--- config.mk ---
export PLATFORM = sky130hd
export DESIGN_NAME = rtc_calendar_flat
export DESIGN_NICKNAME = d
export VERILOG_FILES = /design/src/rtl/rtc_pkg.sv /design/src/rtl/rtc_calendar_if.sv /design/src/rtl/rtc_prescaler.sv /design/src/rtl/rtc_calendar.sv /design/src/flat_wrapper.sv
export SDC_FILE = /design/constraint.sdc
export NUM_CORES = 1
export LEC_CHECK = 0
export CORE_ASPECT_RATIO = 0.7
export CORE_MARGIN = 10
export CORE_UTILIZATION = 47
export CTS_CLUSTER_DIAMETER = 80
export DETAILED_ROUTE_END_ITERATION = 10
export PLACE_DENSITY = 0.76
export SLEW_MARGIN = 20
export SYNTH_ARGS = -nofsm -noshare
export SYNTH_HDL_FRONTEND = slang
export SYNTH_SLANG_ARGS = --single-unit
--- constraint.sdc ---
create_clock -name CLK -period 2.4 [get_ports CLK]
set_input_delay 0.48 -clock CLK [delete_from_list [all_inputs] [get_ports CLK]]
set_output_delay 0.48 -clock CLK [all_outputs]
set_load 0.005 [all_outputs]
--- src/rtl/rtc_pkg.sv ---
// -----------------------------------------------------------------------------
// rtc_pkg
// Shared definitions for the real-time clock / calendar blocks: field widths,
// bit positions of the TIME/DATE packings, packed structs for those packings,
// and helpers shared with the alarm and setting blocks (days_in_month,
// 12/24-hour conversions).
//
// Configuration macro: RTC_LEAP_YEAR_EN
//   defined   -> February has 29 days when YEAR is a multiple of 4
//   undefined -> February always has 28 days
// -----------------------------------------------------------------------------
package rtc_pkg;

  localparam int SEC_W   = 6;
  localparam int MIN_W   = 6;
  localparam int HOUR_W  = 5;
  localparam int DAY_W   = 5;
  localparam int MONTH_W = 4;
  localparam int YEAR_W  = 7;

  localparam int TIME_W = 1 + HOUR_W + MIN_W + SEC_W;   // 18
  localparam int DATE_W = YEAR_W + MONTH_W + DAY_W;     // 16

  // TIME packing: {PM, HOUR, MIN, SEC}
  localparam int TIME_SEC_LSB  = 0;
  localparam int TIME_MIN_LSB  = TIME_SEC_LSB + SEC_W;
  localparam int TIME_HOUR_LSB = TIME_MIN_LSB + MIN_W;
  localparam int TIME_PM_BIT   = TIME_HOUR_LSB + HOUR_W;

  // DATE packing: {YEAR, MONTH, DAY}
  localparam int DATE_DAY_LSB   = 0;
  localparam int DATE_MONTH_LSB = DATE_DAY_LSB + DAY_W;
  localparam int DATE_YEAR_LSB  = DATE_MONTH_LSB + MONTH_W;

`ifdef RTC_LEAP_YEAR_EN
  localparam bit LEAP_YEAR_EN = 1'b1;
`else
  localparam bit LEAP_YEAR_EN = 1'b0;
`endif

  typedef struct packed {
    logic              pm;
    logic [HOUR_W-1:0] hour;
    logic [MIN_W-1:0]  min;
    logic [SEC_W-1:0]  sec;
  } rtc_time_t;

  typedef struct packed {
    logic [YEAR_W-1:0]  year;
    logic [MONTH_W-1:0] month;
    logic [DAY_W-1:0]   day;
  } rtc_date_t;

  typedef struct packed {
    logic              pm;
    logic [HOUR_W-1:0] hour;
  } hour12_t;

  // Two-digit year covers 2000-2099, where every multiple of 4 is a leap year.
  function automatic logic [DAY_W-1:0] days_in_month(
    input logic [MONTH_W-1:0] month,
    input logic [YEAR_W-1:0]  year
  );
    logic [DAY_W-1:0] days;
    case (month)
      4'd4, 4'd6, 4'd9, 4'd11: days = 5'd30;
      4'd2:    days = (LEAP_YEAR_EN && ((year % 7'd4) == 7'd0)) ? 5'd29 : 5'd28;
      default: days = 5'd31;
    endcase
    return days;
  endfunction

  // 24-hour (0..23) -> 12-hour (1..12 + PM flag).
  function automatic hour12_t to_12h(input logic [HOUR_W-1:0] hour24);
    hour12_t h;
    if (hour24 == 5'd0) begin
      h.pm = 1'b0; h.hour = 5'd12;
    end else if (hour24 < 5'd12) begin
      h.pm = 1'b0; h.hour = hour24;
    end else if (hour24 == 5'd12) begin
      h.pm = 1'b1; h.hour = 5'd12;
    end else begin
      h.pm = 1'b1; h.hour = hour24 - 5'd12;
    end
    return h;
  endfunction

  // 12-hour (1..12 + PM flag) -> 24-hour. Caller guarantees hour12 in 1..12.
  function automatic logic [HOUR_W-1:0] from_12h(
    input logic              pm,
    input logic [HOUR_W-1:0] hour12
  );
    if (hour12 == 5'd12) return pm ? 5'd12 : 5'd0;
    else                 return pm ? (hour12 + 5'd12) : hour12;
  endfunction

endpackage

--- src/rtl/rtc_calendar_if.sv ---
// -----------------------------------------------------------------------------
// rtc_calendar_if
// Bus between the setting FSM / display path (master) and rtc_calendar (slave).
//   SET, SET_TIME, SET_DATE : load strobe and packed values to load
//   HOLD                    : freeze prescaler and counters
//   FMT_12H                 : 1 = 12-hour format on SET_TIME and TIME_OUT
//   TIME_OUT, DATE_OUT      : registered current time/date
//   SEC_PULSE, DAY_PULSE    : one-cycle strobes on second / midnight rollover
//   SET_ERR                 : one-cycle strobe when a SET is rejected
// -----------------------------------------------------------------------------
interface rtc_calendar_if;
  import rtc_pkg::*;

  logic              SET;
  logic [TIME_W-1:0] SET_TIME;
  logic [DATE_W-1:0] SET_DATE;
  logic              HOLD;
  logic              FMT_12H;
  logic [TIME_W-1:0] TIME_OUT;
  logic [DATE_W-1:0] DATE_OUT;
  logic              SEC_PULSE;
  logic              DAY_PULSE;
  logic              SET_ERR;

  modport master (
    output SET, SET_TIME, SET_DATE, HOLD, FMT_12H,
    input  TIME_OUT, DATE_OUT, SEC_PULSE, DAY_PULSE, SET_ERR
  );

  modport slave (
    input  SET, SET_TIME, SET_DATE, HOLD, FMT_12H,
    output TIME_OUT, DATE_OUT, SEC_PULSE, DAY_PULSE, SET_ERR
  );
endinterface

--- src/rtl/rtc_prescaler.sv ---
// -----------------------------------------------------------------------------
// rtc_prescaler
// Divides CLK into one TICK every TICK_DIV cycles (TICK_DIV >= 2).
//   CLK, RESETN : clock, synchronous active-low reset
//   CLR         : clear count to 0 (no tick this cycle)
//   HOLD        : freeze count; a tick blocked by HOLD fires after release
//   TICK        : combinational, high in the cycle the count wraps
// -----------------------------------------------------------------------------
module rtc_prescaler #(
  parameter int TICK_DIV = 100
) (
  input  logic CLK,
  input  logic RESETN,
  input  logic CLR,
  input  logic HOLD,
  output logic TICK
);

  localparam int CNT_W = $clog2(TICK_DIV);
  localparam logic [CNT_W-1:0] CNT_MAX = CNT_W'(TICK_DIV - 1);

  logic [CNT_W-1:0] r_cnt;
  logic             w_at_max;

  assign w_at_max = (r_cnt == CNT_MAX);
  assign TICK     = w_at_max && !HOLD && !CLR;

  // NOTE: synchronous reset -- RESETN is only looked at on the clock edge,
  // so it stays out of the sensitivity list.
  // NOTE: state registers use <= so every flop samples pre-edge values.
  always_ff @(posedge CLK) begin
    if (!RESETN)    r_cnt <= '0;
    else if (CLR)   r_cnt <= '0;
    else if (!HOLD) r_cnt <= w_at_max ? '0 : r_cnt + 1'b1;
  end

endmodule

--- src/rtl/rtc_calendar.sv ---
// -----------------------------------------------------------------------------
// rtc_calendar
// Real-time clock and calendar: seconds, minutes, hours (kept internally as
// 24-hour), day, month and two-digit year, advanced once per second tick.
// Loaded through a validated SET; outputs in 12- or 24-hour format.
//   CLK, RESETN : clock, synchronous active-low reset
//   bus (slave) : SET/SET_TIME/SET_DATE/HOLD/FMT_12H in,
//                 TIME_OUT/DATE_OUT/SEC_PULSE/DAY_PULSE/SET_ERR out
// Parameters: TICK_DIV (CLK cycles per second, >= 2), YEAR_RST (0..99).
// Configuration macro: RTC_LEAP_YEAR_EN (February 29 in years divisible by 4).
// -----------------------------------------------------------------------------
module rtc_calendar
  import rtc_pkg::*;
#(
  parameter int TICK_DIV = 100,
  parameter int YEAR_RST = 16
) (
  input  logic           CLK,
  input  logic           RESETN,
  rtc_calendar_if.slave  bus
);

  localparam logic [YEAR_W-1:0] YEAR_RST_V = YEAR_W'(YEAR_RST);
  localparam logic [DATE_W-1:0] DATE_RST   = {YEAR_RST_V, 4'd1, 5'd1};

  // Counters
  logic [SEC_W-1:0]   r_sec;
  logic [MIN_W-1:0]   r_min;
  logic [HOUR_W-1:0]  r_hour;   // always 0..23
  logic [DAY_W-1:0]   r_day;
  logic [MONTH_W-1:0] r_month;
  logic [YEAR_W-1:0]  r_year;

  // Pulse pipeline: stage 1 aligns with the counter update, the output stage
  // with the output register update.
  logic r_sec_p1, r_day_p1;

  // Output registers
  logic [TIME_W-1:0] r_time_out;
  logic [DATE_W-1:0] r_date_out;
  logic              r_sec_pulse, r_day_pulse, r_set_err;

  rtc_time_t         w_set_time;
  rtc_date_t         w_set_date;
  logic              w_hour_ok;
  logic [HOUR_W-1:0] w_set_hour24;
  logic              w_set_valid;
  logic              w_load;
  logic              w_ps_hold;
  logic              w_tick;
  logic              w_day_roll;
  logic [DAY_W-1:0]  w_dim;
  hour12_t           w_hour12;
  rtc_time_t         w_time_fmt;

  assign w_set_time = rtc_time_t'(bus.SET_TIME);
  assign w_set_date = rtc_date_t'(bus.SET_DATE);

  // SET validation. Year is checked too so the counter never holds > 99.
  // NOTE: every signal driven here gets a default first, so no path through
  // the block can leave a value unassigned and infer a latch.
  always_comb begin
    w_hour_ok    = 1'b0;
    w_set_hour24 = w_set_time.hour;
    if (bus.FMT_12H) begin
      w_hour_ok    = (w_set_time.hour >= 5'd1) && (w_set_time.hour <= 5'd12);
      w_set_hour24 = from_12h(w_set_time.pm, w_set_time.hour);
    end else begin
      w_hour_ok    = (w_set_time.hour <= 5'd23);
    end
    w_set_valid = (w_set_time.sec <= 6'd59) &&
                  (w_set_time.min <= 6'd59) &&
                  w_hour_ok &&
                  (w_set_date.month >= 4'd1) && (w_set_date.month <= 4'd12) &&
                  (w_set_date.day >= 5'd1) &&
                  (w_set_date.day <= days_in_month(w_set_date.month, w_set_date.year)) &&
                  (w_set_date.year <= 7'd99);
  end

  assign w_load = bus.SET && w_set_valid;
  // Any SET, valid or not, suppresses the tick; a rejected SET also leaves
  // the prescaler where it was.
  assign w_ps_hold = bus.HOLD || bus.SET;

  rtc_prescaler #(.TICK_DIV(TICK_DIV)) u_prescaler (
    .CLK    (CLK),
    .RESETN (RESETN),
    .CLR    (w_load),
    .HOLD   (w_ps_hold),
    .TICK   (w_tick)
  );

  assign w_dim      = days_in_month(r_month, r_year);
  assign w_day_roll = w_tick && (r_sec == 6'd59) && (r_min == 6'd59) && (r_hour == 5'd23);

  always_ff @(posedge CLK) begin
    if (!RESETN) begin
      r_sec   <= '0;
      r_min   <= '0;
      r_hour  <= '0;
      r_day   <= 5'd1;
      r_month <= 4'd1;
      r_year  <= YEAR_RST_V;
    end else if (bus.SET) begin
      if (w_set_valid) begin
        r_sec   <= w_set_time.sec;
        r_min   <= w_set_time.min;
        r_hour  <= w_set_hour24;
        r_day   <= w_set_date.day;
        r_month <= w_set_date.month;
        r_year  <= w_set_date.year;
      end
    end else if (w_tick) begin
      if (r_sec != 6'd59) begin
        r_sec <= r_sec + 1'b1;
      end else begin
        r_sec <= '0;
        if (r_min != 6'd59) begin
          r_min <= r_min + 1'b1;
        end else begin
          r_min <= '0;
          if (r_hour != 5'd23) begin
            r_hour <= r_hour + 1'b1;
          end else begin
            r_hour <= '0;
            if (r_day != w_dim) begin
              r_day <= r_day + 1'b1;
            end else begin
              r_day <= 5'd1;
              if (r_month != 4'd12) begin
                r_month <= r_month + 1'b1;
              end else begin
                r_month <= 4'd1;
                r_year  <= (r_year == 7'd99) ? '0 : r_year + 1'b1;
              end
            end
          end
        end
      end
    end
  end

  // Display formatting only; internal hour stays 24-hour.
  always_comb begin
    w_hour12       = to_12h(r_hour);
    w_time_fmt     = '0;
    w_time_fmt.sec = r_sec;
    w_time_fmt.min = r_min;
    if (bus.FMT_12H) begin
      w_time_fmt.pm   = w_hour12.pm;
      w_time_fmt.hour = w_hour12.hour;
    end else begin
      w_time_fmt.hour = r_hour;
    end
  end

  always_ff @(posedge CLK) begin
    if (!RESETN) begin
      r_sec_p1    <= 1'b0;
      r_day_p1    <= 1'b0;
      r_time_out  <= '0;
      r_date_out  <= DATE_RST;
      r_sec_pulse <= 1'b0;
      r_day_pulse <= 1'b0;
      r_set_err   <= 1'b0;
    end else begin
      r_sec_p1    <= w_tick;
      r_day_p1    <= w_day_roll;
      r_time_out  <= w_time_fmt;
      r_date_out  <= {r_year, r_month, r_day};
      r_sec_pulse <= r_sec_p1;
      r_day_pulse <= r_day_p1;
      r_set_err   <= bus.SET && !w_set_valid;
    end
  end

  assign bus.TIME_OUT  = r_time_out;
  assign bus.DATE_OUT  = r_date_out;
  assign bus.SEC_PULSE = r_sec_pulse;
  assign bus.DAY_PULSE = r_day_pulse;
  assign bus.SET_ERR   = r_set_err;

endmodule

--- src/flat_wrapper.sv ---
// flat-port wrapper written by rule: the top's interface ports become plain ports
module rtc_calendar_flat import rtc_pkg::*;
#(
  parameter int TICK_DIV = 100,
  parameter int YEAR_RST = 16
)
  (CLK, RESETN, bus_SET, bus_SET_TIME, bus_SET_DATE, bus_HOLD, bus_FMT_12H, bus_TIME_OUT, bus_DATE_OUT, bus_SEC_PULSE, bus_DAY_PULSE, bus_SET_ERR);
  rtc_calendar_if bus_i ();
  input  logic CLK;
  input  logic RESETN;
  input wire logic [$bits(bus_i.SET)-1:0] bus_SET;
  input wire logic [$bits(bus_i.SET_TIME)-1:0] bus_SET_TIME;
  input wire logic [$bits(bus_i.SET_DATE)-1:0] bus_SET_DATE;
  input wire logic [$bits(bus_i.HOLD)-1:0] bus_HOLD;
  input wire logic [$bits(bus_i.FMT_12H)-1:0] bus_FMT_12H;
  output wire logic [$bits(bus_i.TIME_OUT)-1:0] bus_TIME_OUT;
  output wire logic [$bits(bus_i.DATE_OUT)-1:0] bus_DATE_OUT;
  output wire logic [$bits(bus_i.SEC_PULSE)-1:0] bus_SEC_PULSE;
  output wire logic [$bits(bus_i.DAY_PULSE)-1:0] bus_DAY_PULSE;
  output wire logic [$bits(bus_i.SET_ERR)-1:0] bus_SET_ERR;
  assign bus_i.SET = bus_SET;
  assign bus_i.SET_TIME = bus_SET_TIME;
  assign bus_i.SET_DATE = bus_SET_DATE;
  assign bus_i.HOLD = bus_HOLD;
  assign bus_i.FMT_12H = bus_FMT_12H;
  assign bus_TIME_OUT = bus_i.TIME_OUT;
  assign bus_DATE_OUT = bus_i.DATE_OUT;
  assign bus_SEC_PULSE = bus_i.SEC_PULSE;
  assign bus_DAY_PULSE = bus_i.DAY_PULSE;
  assign bus_SET_ERR = bus_i.SET_ERR;
  rtc_calendar #(.TICK_DIV(TICK_DIV), .YEAR_RST(YEAR_RST)) u_core (.CLK(CLK), .RESETN(RESETN), .bus(bus_i));
endmodule
==> impl_results.md <==
- Pins over their slew limit: 0
- Worst hold path type: reg2reg
- Final ANT Viol Nets: 0
- Placed Instance Area: 5270 um2
- Primary FF master, synth: dfxtp_1
- Min Tclk post-route: 2.42 ns
- Port bufs: 75
- Hold Path End: u_core.bus.DAY_PULSE
- Max-slew headroom: 0.580
- FMAX: 413 MHz
- VDD IR max: 0.469 mV
- CTS HTree Levels: 3
- Area grow syn2layout: 48.7%
- Synth warn: 0
- Clock tree sinks: 79
- Critical path startpoint category: register
- DIE AREA: 12700 um2
- 1st-iter DRT viols: 466
- Most frequent cell after synthesis: dfxtp_1
- CP Cell Sequence: nor4b_4 -> nand4_1 -> or4_4 -> or3_4 -> a221oi_1 -> nor3_1
- Fin Clk Skew: 0.00814 ns
- Worst path arrival time: 2.63 ns
- Final hold vios: 0
- Master of the slowest instance on the critical path: or4_4
- Worst Tran Pin Value: 0.630 ns
- Vias: 4294
- Largest area contributor in the netlist: dfxtp_1
- Mapped Nets: 526
- R2R Path End: u_core.r_year[5]
- Wire per inst: 18.8 um
- R2R depth: 6
- CTS tree: built
- GRT Overall Usage: 0.206
- Footprint of the multi-input gates: 2430 um2
- DR DRC count: 0
- Overall routed net length: 13.6 mm
- Register area: 1590 um2
- Crit Path Max Fanout: 4
- I/O pin cnt: 76
- Max incr delay on CP: 0.60 ns
- Status: finished, violations left
- Largest net degree at the start of global routing: 55
- Cell variety after synth: 70
- Register bit total from synthesis: 79
- Clk pin slew, worst setup/hold paths: 0.06 ns
- Mapped Area: 4000 um2
- Final Non-Filler Cells: 722
- Hpwl dp: 8.92 mm
- GP Congestion: 0.933
- Layout cells sized above 1: 0.251
- Static Leakage: 0.00242 uW
- First-pass GRT wire length: 21.1 mm
- Fillers: 611
- Final Cell Area: 5940 um2
- Vias in the first global route: 4115
- Critical Path RT: 2.61 ns
- Root Buffer: clkbuf_16
- Die Height: 97.2 um
- Final setup fails: 2
- Top cells by area, synth: dfxtp_1, ha_1, nor2_1
- Cell count after synthesis: 467
- Asr flop ratio synth: 0
- R2r setup slk: -0.02 ns
- Worst-case clock buffer depth: 2
- Dpl cells: 690
- Initial antenna violation count: 0
- Reg2reg start: u_core.u_prescaler.r_cnt[4]
- Critical Path End Type: register
- Commonest cells in the netlist: dfxtp_1, nor2_1, nand2_1, inv_1, a21oi_1
- HP Start: u_core.r_day_p1
- Post-layout total power: 3530 uW
- Antenna cells: 0
- Initial core utilization: 0.477
- FP Rows: 28
- Setup WS pre-CTS: -0.724 ns
- Top cell type's share of synthesized area: 0.396
- CP Class: reg2reg
- Fin nets: 671
- Avg Inst Size Synth: 8.56 um2
- Via density: 5.95
- Hold path cells: 1
- Pwr/cell area: 594 nW/um2
- # hold bufs at CTS: 0
- Pre-antenna DRT Iters: 6
- Core ar.: 8370 um2
- Num CTS Buffers: 9
- Gr ovfl total: 0
- Clk_lat worst skew: 0.34 ns
- Die X-Extent: 130 um
- Failing checks: negative setup slack
- Post-synth EDFFs: 0
- Part of the Yosys area used for sequential elements: 0.396
- Min setup slack post-route: -0.0192 ns
- Max-Cap Viols: 0
- Tcrit/Tclk final: 1.01
==> how the worst max path moves through the flow <==
stage                       endpoint  cells after the start  slack, ns                   startpoint
floorplan           u_core.r_year[6]                      7       0.01                      bus_SET
global placement     u_core.r_min[1]                     10      -0.71              bus_SET_DATE[6]
detailed placement   u_core.r_day[0]                     12      -0.72              bus_SET_DATE[6]
CTS                 u_core.r_hour[4]                     12      -0.03              bus_SET_DATE[5]
global route        u_core.r_year[0]                      8      -0.07  u_core.u_prescaler.r_cnt[4]
finish              u_core.r_year[5]                      6      -0.02  u_core.u_prescaler.r_cnt[4]
==> cells by family (layout without fill, tap and decap cells) <==
kind of cell / Yosys count / after routing / share of synthesized area
adder cells (fa/ha/maj): 20 / 20 / 0.0626
AND/OR/NAND/NOR: 178 / 178 / 0.227
flip-flops: 79 / 79 / 0.396
XOR/XNOR: 8 / 8 / 0.0175
buffers and inverters: 51 / 200 / 0.0532
AO/OA/AOI/OAI: 126 / 127 / 0.231
multiplexers: 5 / 5 / 0.0131
==> per-layer routing <==
layer	share of wire	global-route usage	vias up
met3	0.099	0.0676	34
met5	0	0	-
li1	-	-	2010
met2	0.47	0.322	232
met4	0.019	0.0716	0
met1	0.41	0.257	2018
==> final cells by class <==
cell class,count,share of cell area
clock inverters,3,0.0109
clock buffers,13,0.0438
flip-flops and latches,79,0.267
well taps,105,0.0221
repair buffers,156,0.229
inverters,28,0.0177
multi-input cells,338,0.409
==> state kept, by name, indices dropped and copies added (netlist names) <==
name                      cells
u_core.r_sec_p1               1
u_core.r_sec                  6
u_core.bus.DAY_PULSE          1
u_core.r_day                  5
u_core.bus.SEC_PULSE          1
u_core.r_min                  6
u_core.r_day_p1               1
u_core.u_prescaler.r_cnt      7
u_core.r_year                 7
u_core.r_month                4
u_core.bus.DATE_OUT          16
u_core.bus.SET_ERR            1
u_core.bus.TIME_OUT          18
u_core.r_hour                 5
==> cells in the final DEF (no fill, tap or decap), types with 4 or more instances in the layout <==
master,Yosys,routed
ha_1,20,18
dlymetal6s2s_1,0,5
nor3_1,12,11
clkbuf_2,0,4
buf_4,1,71
nand3_1,20,20
inv_1,27,27
dfxtp_1,79,74
a21oi_1,23,19
a221oi_2,0,5
xor2_1,4,4
a31oi_1,5,4
nand4_1,9,9
dlygate4sd2_1,0,4
a32oi_1,4,4
a211oi_1,11,10
clkbuf_16,0,9
o221ai_1,6,5
nor2_1,45,43
o21ai_0,20,19
nand2_1,39,38
o211ai_1,5,5
buf_6,2,8
a21oi_2,1,4
clkdlybuf4s50_1,0,59
and2_1,21,18
and3_1,6,6
dfxtp_2,0,5
a221oi_1,9,4
buf_2,2,4
xnor2_1,4,4
==> worst max-delay path: cells and delay by family (launching register included) <==
family	cells	cell delay [ns]
compound gates	1	0.28
flops	1	0.36
simple gates	5	1.67
==> through the flow <==
step                      hold WS, ns  utilization  TNS [ns]
after floorplan                 0.412            -         0
after global placement          0.421        0.629    -23.28
after detailed placement        0.424        0.629    -24.02
after CTS                       0.437        0.692    -0.146
after global routing            0.471        0.710    -0.426
final                           0.433        0.710   -0.0355
==> power breakdown <==
group / internal, uW / total, uW / switching (uW)
Clock: 966 / 1490 / 528
Combinational: 311 / 622 / 311
Sequential: 1370 / 1420 / 49.2
==> timing repair <==
item                                    CTS  global route
pin swaps                                15            18
gates resized for setup                  41            45
endpoints found under the setup margin   40            40
setup buffers                             9             5
cloned                                    3             0
Note: power is estimated with default switching activity, not from simulation.
